File: src/rtl/buzzer_scheduler.sv
`default_nettype none
// ============================================================================
//  Module   : buzzer_scheduler
//  Purpose  : Arbitrates the shared piezo buzzer between the alarm, countdown
//             timer and keypad click sources (fixed priority, preemptive),
//             steps the melody ROM note index at a fixed note rate, and
//             handles looping, ring timeout, snooze and dismissal.
//  Ports    : clk_i, reset_i     - clock, synchronous active-high reset
//             sec_tick_i         - one-cycle pulse per second
//             alarm_req_i        - alarm time match pulse
//             timer_req_i        - countdown expiry pulse
//             key_req_i          - keypress pulse
//             stop_i, snooze_i   - user dismiss / snooze pulses
//             src_o              - owner: 0 idle, 1 key, 2 timer, 3 alarm
//             note_idx_o         - melody ROM index for src_o
//             tone_en_o          - buzzer enable (src_o != 0)
//             snoozing_o         - snooze countdown armed
//             done_o             - one-cycle pulse when a play ends
//  Revision : 1.0 - initial release
// ============================================================================
module buzzer_scheduler #(
   parameter int unsigned STEP_CYCLES = 500000,
   parameter int unsigned ALARM_LEN   = 54,
   parameter int unsigned TIMER_LEN   = 16,
   parameter int unsigned KEY_LEN     = 2,
   parameter int unsigned RING_SECS   = 60,
   parameter int unsigned SNOOZE_SECS = 300
) (
   input  logic       clk_i,
   input  logic       reset_i,
   input  logic       sec_tick_i,
   input  logic       alarm_req_i,
   input  logic       timer_req_i,
   input  logic       key_req_i,
   input  logic       stop_i,
   input  logic       snooze_i,
   output logic [1:0] src_o,
   output logic [7:0] note_idx_o,
   output logic       tone_en_o,
   output logic       snoozing_o,
   output logic       done_o
);

   localparam int unsigned       STEP_W      = (STEP_CYCLES > 1) ? $clog2(STEP_CYCLES) : 1;
   localparam logic [STEP_W-1:0] STEP_LAST   = STEP_W'(STEP_CYCLES - 1);
   localparam logic [7:0]        ALARM_LAST  = 8'(ALARM_LEN - 1);
   localparam logic [7:0]        TIMER_LAST  = 8'(TIMER_LEN - 1);
   localparam logic [7:0]        KEY_LAST    = 8'(KEY_LEN - 1);
   localparam logic [8:0]        RING_LAST   = 9'(RING_SECS - 1);
   localparam logic [8:0]        SNOOZE_LOAD = 9'(SNOOZE_SECS);

   localparam logic [1:0] SRC_IDLE  = 2'd0;
   localparam logic [1:0] SRC_KEY   = 2'd1;
   localparam logic [1:0] SRC_TIMER = 2'd2;
   localparam logic [1:0] SRC_ALARM = 2'd3;

   typedef enum logic [0:0] {
      ST_IDLE = 1'b0,
      ST_PLAY = 1'b1
   } state_t;

   state_t            state_q, state_d;
   logic [1:0]        src_q, src_d;
   logic [7:0]        note_q, note_d;
   logic [STEP_W-1:0] step_q, step_d;
   logic [8:0]        ring_q, ring_d;
   logic              pend_q, pend_d;
   logic              snoozing_q, snoozing_d;
   logic [8:0]        snz_cnt_q, snz_cnt_d;
   logic              tone_q, tone_d;
   logic              done_q, done_d;

   logic              w_snz_exp;
   logic              w_alarm;
   logic [1:0]        w_top;
   logic              w_grant;
   logic [1:0]        w_grant_src;
   logic              w_end;

   // Snooze expiry is the tick that takes the counter to zero; a same-cycle
   // stop suppresses it so no alarm is raised.
   assign w_snz_exp = snoozing_q & sec_tick_i & (snz_cnt_q <= 9'd1) & ~stop_i;
   assign w_alarm   = alarm_req_i | w_snz_exp;
   assign w_top     = w_alarm     ? SRC_ALARM :
                      timer_req_i ? SRC_TIMER :
                      key_req_i   ? SRC_KEY   : SRC_IDLE;

   always_comb begin
      state_d     = state_q;
      src_d       = src_q;
      note_d      = note_q;
      step_d      = step_q;
      ring_d      = ring_q;
      pend_d      = pend_q;
      snoozing_d  = snoozing_q;
      snz_cnt_d   = snz_cnt_q;
      done_d      = 1'b0;
      w_grant     = 1'b0;
      w_grant_src = SRC_IDLE;
      w_end       = 1'b0;

      if (stop_i) begin
         // Dismiss overrides every same-cycle request, snooze and expiry.
         done_d     = (state_q == ST_PLAY);
         state_d    = ST_IDLE;
         src_d      = SRC_IDLE;
         note_d     = 8'd0;
         step_d     = '0;
         ring_d     = 9'd0;
         pend_d     = 1'b0;
         snoozing_d = 1'b0;
         snz_cnt_d  = 9'd0;
      end else begin
         if (snoozing_q && sec_tick_i) begin
            if (w_snz_exp) begin
               snoozing_d = 1'b0;
               snz_cnt_d  = 9'd0;
            end else begin
               snz_cnt_d = snz_cnt_q - 9'd1;
            end
         end

         // src_q is 0 in IDLE, so a plain compare covers both idle grant and
         // preemption of a lower-priority owner.
         if (w_top > src_q) begin
            w_grant     = 1'b1;
            w_grant_src = w_top;
            if (src_q == SRC_TIMER || (w_top == SRC_ALARM && timer_req_i)) begin
               pend_d = 1'b1;
            end
         end else if (w_top == SRC_KEY && src_q == SRC_KEY) begin
            w_grant     = 1'b1;
            w_grant_src = SRC_KEY;
         end else if (state_q == ST_PLAY) begin
            if (timer_req_i && src_q == SRC_ALARM) begin
               pend_d = 1'b1;
            end
            if (snooze_i && src_q == SRC_ALARM) begin
               w_end      = 1'b1;
               snoozing_d = 1'b1;
               snz_cnt_d  = SNOOZE_LOAD;
            end
            if (src_q == SRC_KEY && step_q == STEP_LAST && note_q == KEY_LAST) begin
               w_end = 1'b1;
            end
            if (src_q[1] && sec_tick_i && ring_q == RING_LAST) begin
               w_end = 1'b1;
            end

            if (w_end) begin
               done_d = 1'b1;
               if (pend_d) begin
                  pend_d      = 1'b0;
                  w_grant     = 1'b1;
                  w_grant_src = SRC_TIMER;
               end else begin
                  state_d = ST_IDLE;
                  src_d   = SRC_IDLE;
                  note_d  = 8'd0;
                  step_d  = '0;
                  ring_d  = 9'd0;
               end
            end else begin
               if (sec_tick_i && src_q[1]) begin
                  ring_d = ring_q + 9'd1;
               end
               if (step_q == STEP_LAST) begin
                  step_d = '0;
                  if ((src_q == SRC_ALARM && note_q == ALARM_LAST) ||
                      (src_q == SRC_TIMER && note_q == TIMER_LAST)) begin
                     note_d = 8'd0;
                  end else begin
                     note_d = note_q + 8'd1;
                  end
               end else begin
                  step_d = step_q + STEP_W'(1);
               end
            end
         end

         if (w_grant) begin
            state_d = ST_PLAY;
            src_d   = w_grant_src;
            note_d  = 8'd0;
            step_d  = '0;
            ring_d  = 9'd0;
         end
      end

      tone_d = (src_d != SRC_IDLE);
   end

   always_ff @(posedge clk_i) begin
      if (reset_i) begin
         state_q    <= ST_IDLE;
         src_q      <= SRC_IDLE;
         note_q     <= 8'd0;
         step_q     <= '0;
         ring_q     <= 9'd0;
         pend_q     <= 1'b0;
         snoozing_q <= 1'b0;
         snz_cnt_q  <= 9'd0;
         tone_q     <= 1'b0;
         done_q     <= 1'b0;
      end else begin
         state_q    <= state_d;
         src_q      <= src_d;
         note_q     <= note_d;
         step_q     <= step_d;
         ring_q     <= ring_d;
         pend_q     <= pend_d;
         snoozing_q <= snoozing_d;
         snz_cnt_q  <= snz_cnt_d;
         tone_q     <= tone_d;
         done_q     <= done_d;
      end
   end

   assign src_o      = src_q;
   assign note_idx_o = note_q;
   assign tone_en_o  = tone_q;
   assign snoozing_o = snoozing_q;
   assign done_o     = done_q;

endmodule
`default_nettype wire

File: config.mk
export PLATFORM = sky130hd
export DESIGN_NAME = buzzer_scheduler
export DESIGN_NICKNAME = d
export VERILOG_FILES = /design/src/rtl/buzzer_scheduler.sv
export SDC_FILE = /design/constraint.sdc
export NUM_CORES = 1
export LEC_CHECK = 0
export BUFFER_PORTS_ARGS = -buffer_cell sky130_fd_sc_hd__buf_2
export CAP_MARGIN = 20
export CORE_MARGIN = 3
export CORE_UTILIZATION = 54
export DETAILED_ROUTE_END_ITERATION = 8
export PLACE_DENSITY = 0.86
export SLEW_MARGIN = 0
export SYNTH_ARGS = -nofsm -noshare
export SYNTH_HDL_FRONTEND = slang
export SYNTH_SLANG_ARGS = --single-unit
File: constraint.sdc
create_clock -name clk_i -period 3.25 [get_ports clk_i]
set_input_delay 0.65 -clock clk_i [delete_from_list [all_inputs] [get_ports clk_i]]
set_output_delay 0.65 -clock clk_i [all_outputs]
set_load 0.02 [all_outputs]
==> flow_summary_export.csv, run 1 <==
group,metric,value,unit
die,std_cell_rows,25,
pwr,total_power,0.00118,W
job,cap_viol_max_count,0,
synth,async_reset_ff_share,0,%
placement,dp_slack,-0.0934,ns
timing,finalSetupViolCount,0,
timing,report.final.slew_viol_count,0,
synth,syn_area_per_cell,8.22,sq um
clock_tree,cts_buffer_depth,2,
timing,clock.fmax,326,MHz
synth,synth_compound_area_share,21.4,%
layout,diodes,0,
routing,wl_per_cell,14.1,um
synth,netlist_instances,340,
synth,ys_seq_elements,52,
die,initial_utilization,57.7,%
synth,yosys_warnings,0,
synth,yosysUniqueCellTypes,52,
placement,hpwl,4.55,mm
hold_path,worstHoldPathType,"reg2reg",
routing,drc,0,
pwr,peakVddDrop,0.242,mV
timing,slew_headroom,53.3,%
routing,totalWireLength,6.17,mm
placement,dp.cells,429,
clock_tree,cts.sinks,52,
routing,drt_iter0_drc,282,
layout,fin_nets,387,
synth,yosysTopAreaCellShare,37.2,%
timing,rsz0062_at_grt,"no",
routing,num_vias,2618,
clock_tree,htree_levels,2,
grt,grtUsageTotal,21.9,%
timing,worst_pin_slew,0.696,ns
setup_path,crit_fanout,6,
synth,synthAdderAreaFrac,3.58,%
grt,antenna_found_initial,0,
grt,overflow,0,
pwr,leakage,1.08,nW
grt,grt_max_degree,20,
layout,instances_no_fill,437,
timing,worst_slack,0.182,ns
synth,synthTopCellsByArea,"dfxtp_1 37%, a21oi_1 4.7%, o21ai_0 4.1%",
synth,synth_ff_type,"dfxtp_1",
synth,yosysSeqAreaShare,37.2,%
placement,place.gp.congestion,0.862,
synth,synthesis.area,2800,sq um
synth,yosys.area.top_type,"dfxtp_1",
die,fp.dieW,77.9,um
die,pin_count,21,
timing,fin_skew,0.0111,ns
synth,synth_simple_gate_area_share,27.3,%
setup_path,cp_data_arrival_time,3.27,ns
clock_tree,cts_tree,"done",
synth,synth-xor-area-share,5.01,%
timing,min_period,3.07,ns
grt,grt_pass1_vias,2434,
clock_tree,cts_buffers,5,
timing,final.period_utilization,94.4,%
placement,placed_cell_area,3060,sq um
synth,synth_top_family_by_area,"simple AND/OR/NAND/NOR gates",
grt,grt_pass1_wl,10.9,mm
clock_tree,worstSkewPairLatency,0.31,ns
setup_path,required,3.45,ns
routing,drt-vias-per-instance,5.99,
layout,syn2layout_area_growth,13.7,%
routing,drt_first_pass_iters,4,
outcome,outcome,"finished, final reports clean",
clock_tree,clk_root_buffer_cell,"clkbuf_8",
clock_tree,path_clk_slew,0.08,ns
setup_path,criticalPathCategory,"reg2reg",
layout,final_util,65.5,%
synth,synth-edff-count,0,
layout,fill_cells,397,
placement,port_buffers,20,
timing,hold_viol,0,
synth,muxShareOfSynthArea,2.01,%
setup_path,endpoint_kind,"flip-flop",
die,die_area,6080,sq um
die,die_y,77.9,um
synth,synth_nets,356,
pwr,power_density,371,nW/um^2
layout,drive_gt1_share,14.9,%
layout,finalInstanceArea,3180,sq um
setup_path,worst_setup_path_start_kind,"flip-flop",
routing,antenna_left,0,
die,fp.coreArea,4850,sq um
-- state kept, by name (all words and copies together), names as in the netlist --
name / flops
snoozing_o: 1
note_idx_o: 8
pend_q: 1
ring_q: 9
state_q: 1
step_q: 19
src_o: 2
snz_cnt_q: 9
tone_en_o: 1
done_o: 1
-- worst max-delay path, cell delays in order, from the launching register on --
cell	delay [ns]
dfxtp_1	0.34
or3_1	0.46
o41ai_4	0.31
nand2b_1	0.17
ha_1	0.24
nor2b_1	0.14
o21ai_2	0.22
o211ai_1	0.22
buf_4	0.20
or4_1	0.53
mux2i_1	0.13
-- timing repair --
item,in CTS,in global routing
hold buffers,0,0
buffers inserted,0,2
resized for setup,0,0
endpoints found under the setup margin,0,4
-- cell usage in the layout, fill, tap and decap left out, types with 4 or more instances in the layout --
cell type	instances
a32o_1	6
ha_1	8
nand4_1	7
o31ai_1	6
and3_1	5
o211ai_1	5
nand3_1	19
or2_2	4
dfxtp_1	52
nor4_1	5
nand2_1	27
nor2_1	29
nand2b_1	6
buf_4	15
xnor2_1	13
nor3_1	6
o21ai_0	23
buf_2	20
a211oi_1	7
inv_1	12
clkbuf_8	5
nor2b_1	4
or3_1	14
a21oi_1	26
or4_1	6
-- path summary, 6_finish.rpt --
path	to	startpoint	cells after the start	slack, ns
setup / recovery	ring_q[7]	snz_cnt_q[5]	10	0.18
hold / removal	ring_q[8]	ring_q[8]	2	0.49
setup reg to reg	ring_q[7]	snz_cnt_q[5]	10	0.18
hold reg to reg	ring_q[8]	ring_q[8]	2	0.49
-- through the flow --
stage	setup TNS, ns	hold WS (ns)
CTS	0	0.480
detailed placement	-0.627	0.463
global placement	-0.00272	0.454
global route	0	0.524
floorplan	0	0.442
finish	0	0.488
-- cells in the mapped netlist (2+ instances only) --
cell       n
or3_1     14
dfxtp_1   52
and3_1     5
buf_1      2
a211oi_1   7
nor2b_1    4
o21a_1     2
nor2_1    29
o211ai_1   5
nor3_1     6
o211a_1    2
xor2_1     3
nor4_1     5
a31o_2     2
a21oi_1   26
mux2i_1    3
o21ai_0   23
nand3_1   19
o21ai_1    2
ha_1       8
nand2b_1   6
o31ai_1    6
clkbuf_1   8
or4_1      6
a31oi_1    3
or2_2      4
nand2_1   27
a32o_1     6
nand4_1    7
inv_1     12
and4_1     2
nand3b_1   2
xnor2_1   13
-- cell families (layout without fill, tap and decap cells) --
group,count (synthesis),in the layout
mux,5,5
compound gates,92,92
fa+ha+maj,8,8
flops,52,52
buf+inv,24,54
xor+xnor,16,16
simple gates,143,143
-- routing by layer --
layer	GRT usage (%)	share of wire [%]	wire, um
met1	28.5	45	2810
met2	35.8	48	2950
met3	3.94	4.8	294
met4	8.74	2.0	121
met5	0	0	0
-- power by group --
group	switching, W	internal, W
clock network	0.000197	0.000221
registers	0.0000103	0.000642
logic	0.0000642	0.0000432
total	0.000272	0.000907
-- area by class of cell --
| type | count | area, sq um | share of cell area [%] |
|---|---|---|---|
| inverter | 12 | 45.0 | 1.42 |
| multi-input combinational | 264 | 1680 | 52.8 |
| clock buffer | 5 | 68.8 | 2.17 |
| sequential | 52 | 1040 | 32.8 |
| timing repair buffer | 36 | 233 | 7.32 |
| tap | 67 | 83.8 | 2.64 |
| clock inverter | 1 | 30.0 | 0.945 |
No activity file was read; power rests on OpenSTA's default activity.
==> run 2: changes to the inputs <==
--- a/config.mk
+++ b/config.mk
@@ -8,9 +8,9 @@
 export BUFFER_PORTS_ARGS = -buffer_cell sky130_fd_sc_hd__buf_2
 export CAP_MARGIN = 20
 export CORE_MARGIN = 3
-export CORE_UTILIZATION = 54
+export CORE_UTILIZATION = 40
 export DETAILED_ROUTE_END_ITERATION = 8
-export PLACE_DENSITY = 0.86
+export PLACE_DENSITY = 0.69
 export SLEW_MARGIN = 0
 export SYNTH_ARGS = -nofsm -noshare
 export SYNTH_HDL_FRONTEND = slang
==> run 2 against run 1 <==
Global-route usage fell by 4.3 points. Setup slack improved by 0.065 ns. Die area rose by 32%. First-iteration DRC count fell by 49%. Non-clock buffer count rose by 4. Fmax rose by 2.2%. Sequential share of layout area fell by 0.72 points. Combinational power rose by 7%. Critical path type unchanged. Largest cell class unchanged.
==> flow_summary_export.csv, run 2 (synthesis gave the netlist of run 1 again) <==
group,metric,value,unit
die,std_cell_rows,29,
pwr,intPower,0.000917,W
pwr,p_comb_share,9.5,%
clock_tree,post_cts_buffers,0,
timing,fin_tns_setup,0,ns
die,initial_utilization,42.6,%
setup_path,worst_setup_path_start_kind,"flip-flop",
setup_path,cp_slowest_cell,"or3_1",
layout,largest_reg_flops,19,
placement,place.gp.congestion,0.883,
hold_path,worstHoldPathType,"reg2reg",
pwr,total_power,0.00120,W
layout,final_common_cell,"dfxtp_1",
clock_tree,path_clk_slew,0.09,ns
setup_path,cpMostUsedCell,"o211a_1",
layout,fill_cells,662,
timing,min_period,3.00,ns
timing,report.final.slew_viol_count,0,
routing,totalWireLength,6.40,mm
setup_path,endpoint_kind,"flip-flop",
layout,fin_nets,391,
clock_tree,ctsResizeCount,0,
timing,final.period_utilization,92.4,%
timing,rsz0062_at_grt,"no",
clock_tree,cts_buffer_depth,2,
clock_tree,clk_root_buffer_cell,"clkbuf_8",
pwr,p_sw_share,23.6,%
timing,worst_pin_slew,0.505,ns
clock_tree,worstSkewPairLatency,0.30,ns
die,die_y,89.6,um
pwr,leakage,1.11,nW
pwr,p_seq_share,54.2,%
grt,grt_pass1_vias,2477,
grt,grt_max_degree,20,
layout,instances_no_fill,469,
placement,port_buffers,20,
grt,antenna_found_initial,0,
pwr,switchingPower,0.000284,W
routing,drt_first_pass_iters,4,
layout,drive_gt1_share,16.0,%
routing,drc,0,
layout,syn2layout_area_growth,16.2,%
routing,antenna_left,0,
routing,drt-vias-per-instance,5.55,
setup_path,crit_chain,"or3_1 -> o41ai_4 -> nand2b_1 -> ha_1 -> nor2b_1 -> o21ai_2 -> o211a_1 -> buf_4 -> o211a_1 -> o21ai_0 -> a32o_1",
grt,overflow,0,
setup_path,r2r_start,"snz_cnt_q[5]",
timing,holdWs,0.476,ns
timing,slew_headroom,66.2,%
timing,hold_viol,0,
die,pin_count,21,
setup_path,critical_path.max_stage_delay,0.47,ns
layout,largest_register,"step_q",
timing,clock.fmax,333,MHz
clock_tree,hold_buffers,0,
setup_path,cp_data_arrival_time,3.20,ns
routing,wl_per_cell,13.6,um
grt,grtUsageTotal,17.5,%
timing,fin_skew,0.00897,ns
layout,top_regs,"step_q x19, ring_q x9, snz_cnt_q x9",
setup_path,crit_path_start,"snz_cnt_q[5]",
pwr,p_clk_share,36.3,%
setup_path,criticalPathCategory,"reg2reg",
setup_path,cp.buffers_inverters,1,
setup_path,r2r_slack,0.25,ns
die,fp.dieW,89.6,um
pwr,power_density,370,nW/um^2
clock_tree,cts_buffers,5,
layout,layout_common_cells,"52 x dfxtp_1, 29 x nor2_1, 27 x nand2_1",
die,die_area,8030,sq um
clock_tree,cts_tree,"done",
layout,diodes,0,
clock_tree,htree_levels,2,
hold_path,hp-start,"ring_q[8]",
setup_path,crit_fanout,7,
pwr,peakVddDrop,0.246,mV
outcome,outcome,"finished, final reports clean",
clock_tree,cts.sinks,52,
setup_path,crit_family,"compound AO/OA/AOI/OAI gates",
timing,finalSetupViolCount,0,
routing,drt_iter0_drc,145,
grt,grt_pass1_wl,11.2,mm
routing,num_vias,2604,
die,fp.coreArea,6570,sq um
job,cap_viol_max_count,0,
placement,dp.cells,461,
placement,hpwl,4.76,mm
setup_path,required,3.45,ns
## run 2: changes by cell type in the layout (fill, tap and decap cells not counted), sizes merged
| cell | delta |
|---|---|
| clkbuf | +1 |
| buf | +4 |
| clkinv | +1 |
## run 2: worst min-delay path: stages (launching register included)
cell and delay (ns):
dfxtp_1 0.33, nand2_1 0.05, mux2i_1 0.05
## run 2: routing by layer
metal | GRT usage [%] | vias up | wire, um
met1 | 23.2 | 1239 | 3090
met2 | 29.6 | 31 | 3070
met5 | 0 | - | 0
li1 | - | 1327 | -
met3 | 3.10 | 7 | 171
met4 | 4.33 | 0 | 63
## run 2: path summary, 6_finish.rpt
path                   endpoint  depth (start not counted)
hold / removal        ring_q[8]                          2
setup reg to reg  note_idx_o[5]                         11
hold reg to reg       ring_q[8]                          2
setup / recovery  note_idx_o[5]                         11
## run 2: layout make-up
cell class	instances	area, sq um	area share, %
inverter	12	45.0	1.39
clock buffer	6	72.6	2.23
multi-input combinational	264	1680	51.6
sequential	52	1040	32.0
clock inverter	2	35.0	1.08
timing repair buffer	40	263	8.09
tap	93	116	3.58
## run 2: stage by stage
step	area (sq um)	util (%)	worst slack (ns)
global route	3250	49.5	0.0379
floorplan	2820	-	0.0174
detailed placement	3140	47.8	-0.00249
finish	3250	49.5	0.247
global placement	3140	47.8	0.0289
CTS	3250	49.5	0.251
## run 2: power by group through the flow
stage                     Sequential, W  Clock, W  Combinational (W)
after global routing           0.000652  0.000475           0.000127
final                          0.000651  0.000436           0.000114
after detailed placement       0.000666         0           0.000114
after CTS                      0.000651  0.000447           0.000114
after global placement         0.000666         0           0.000112
after floorplan                0.000666         0          0.0000678
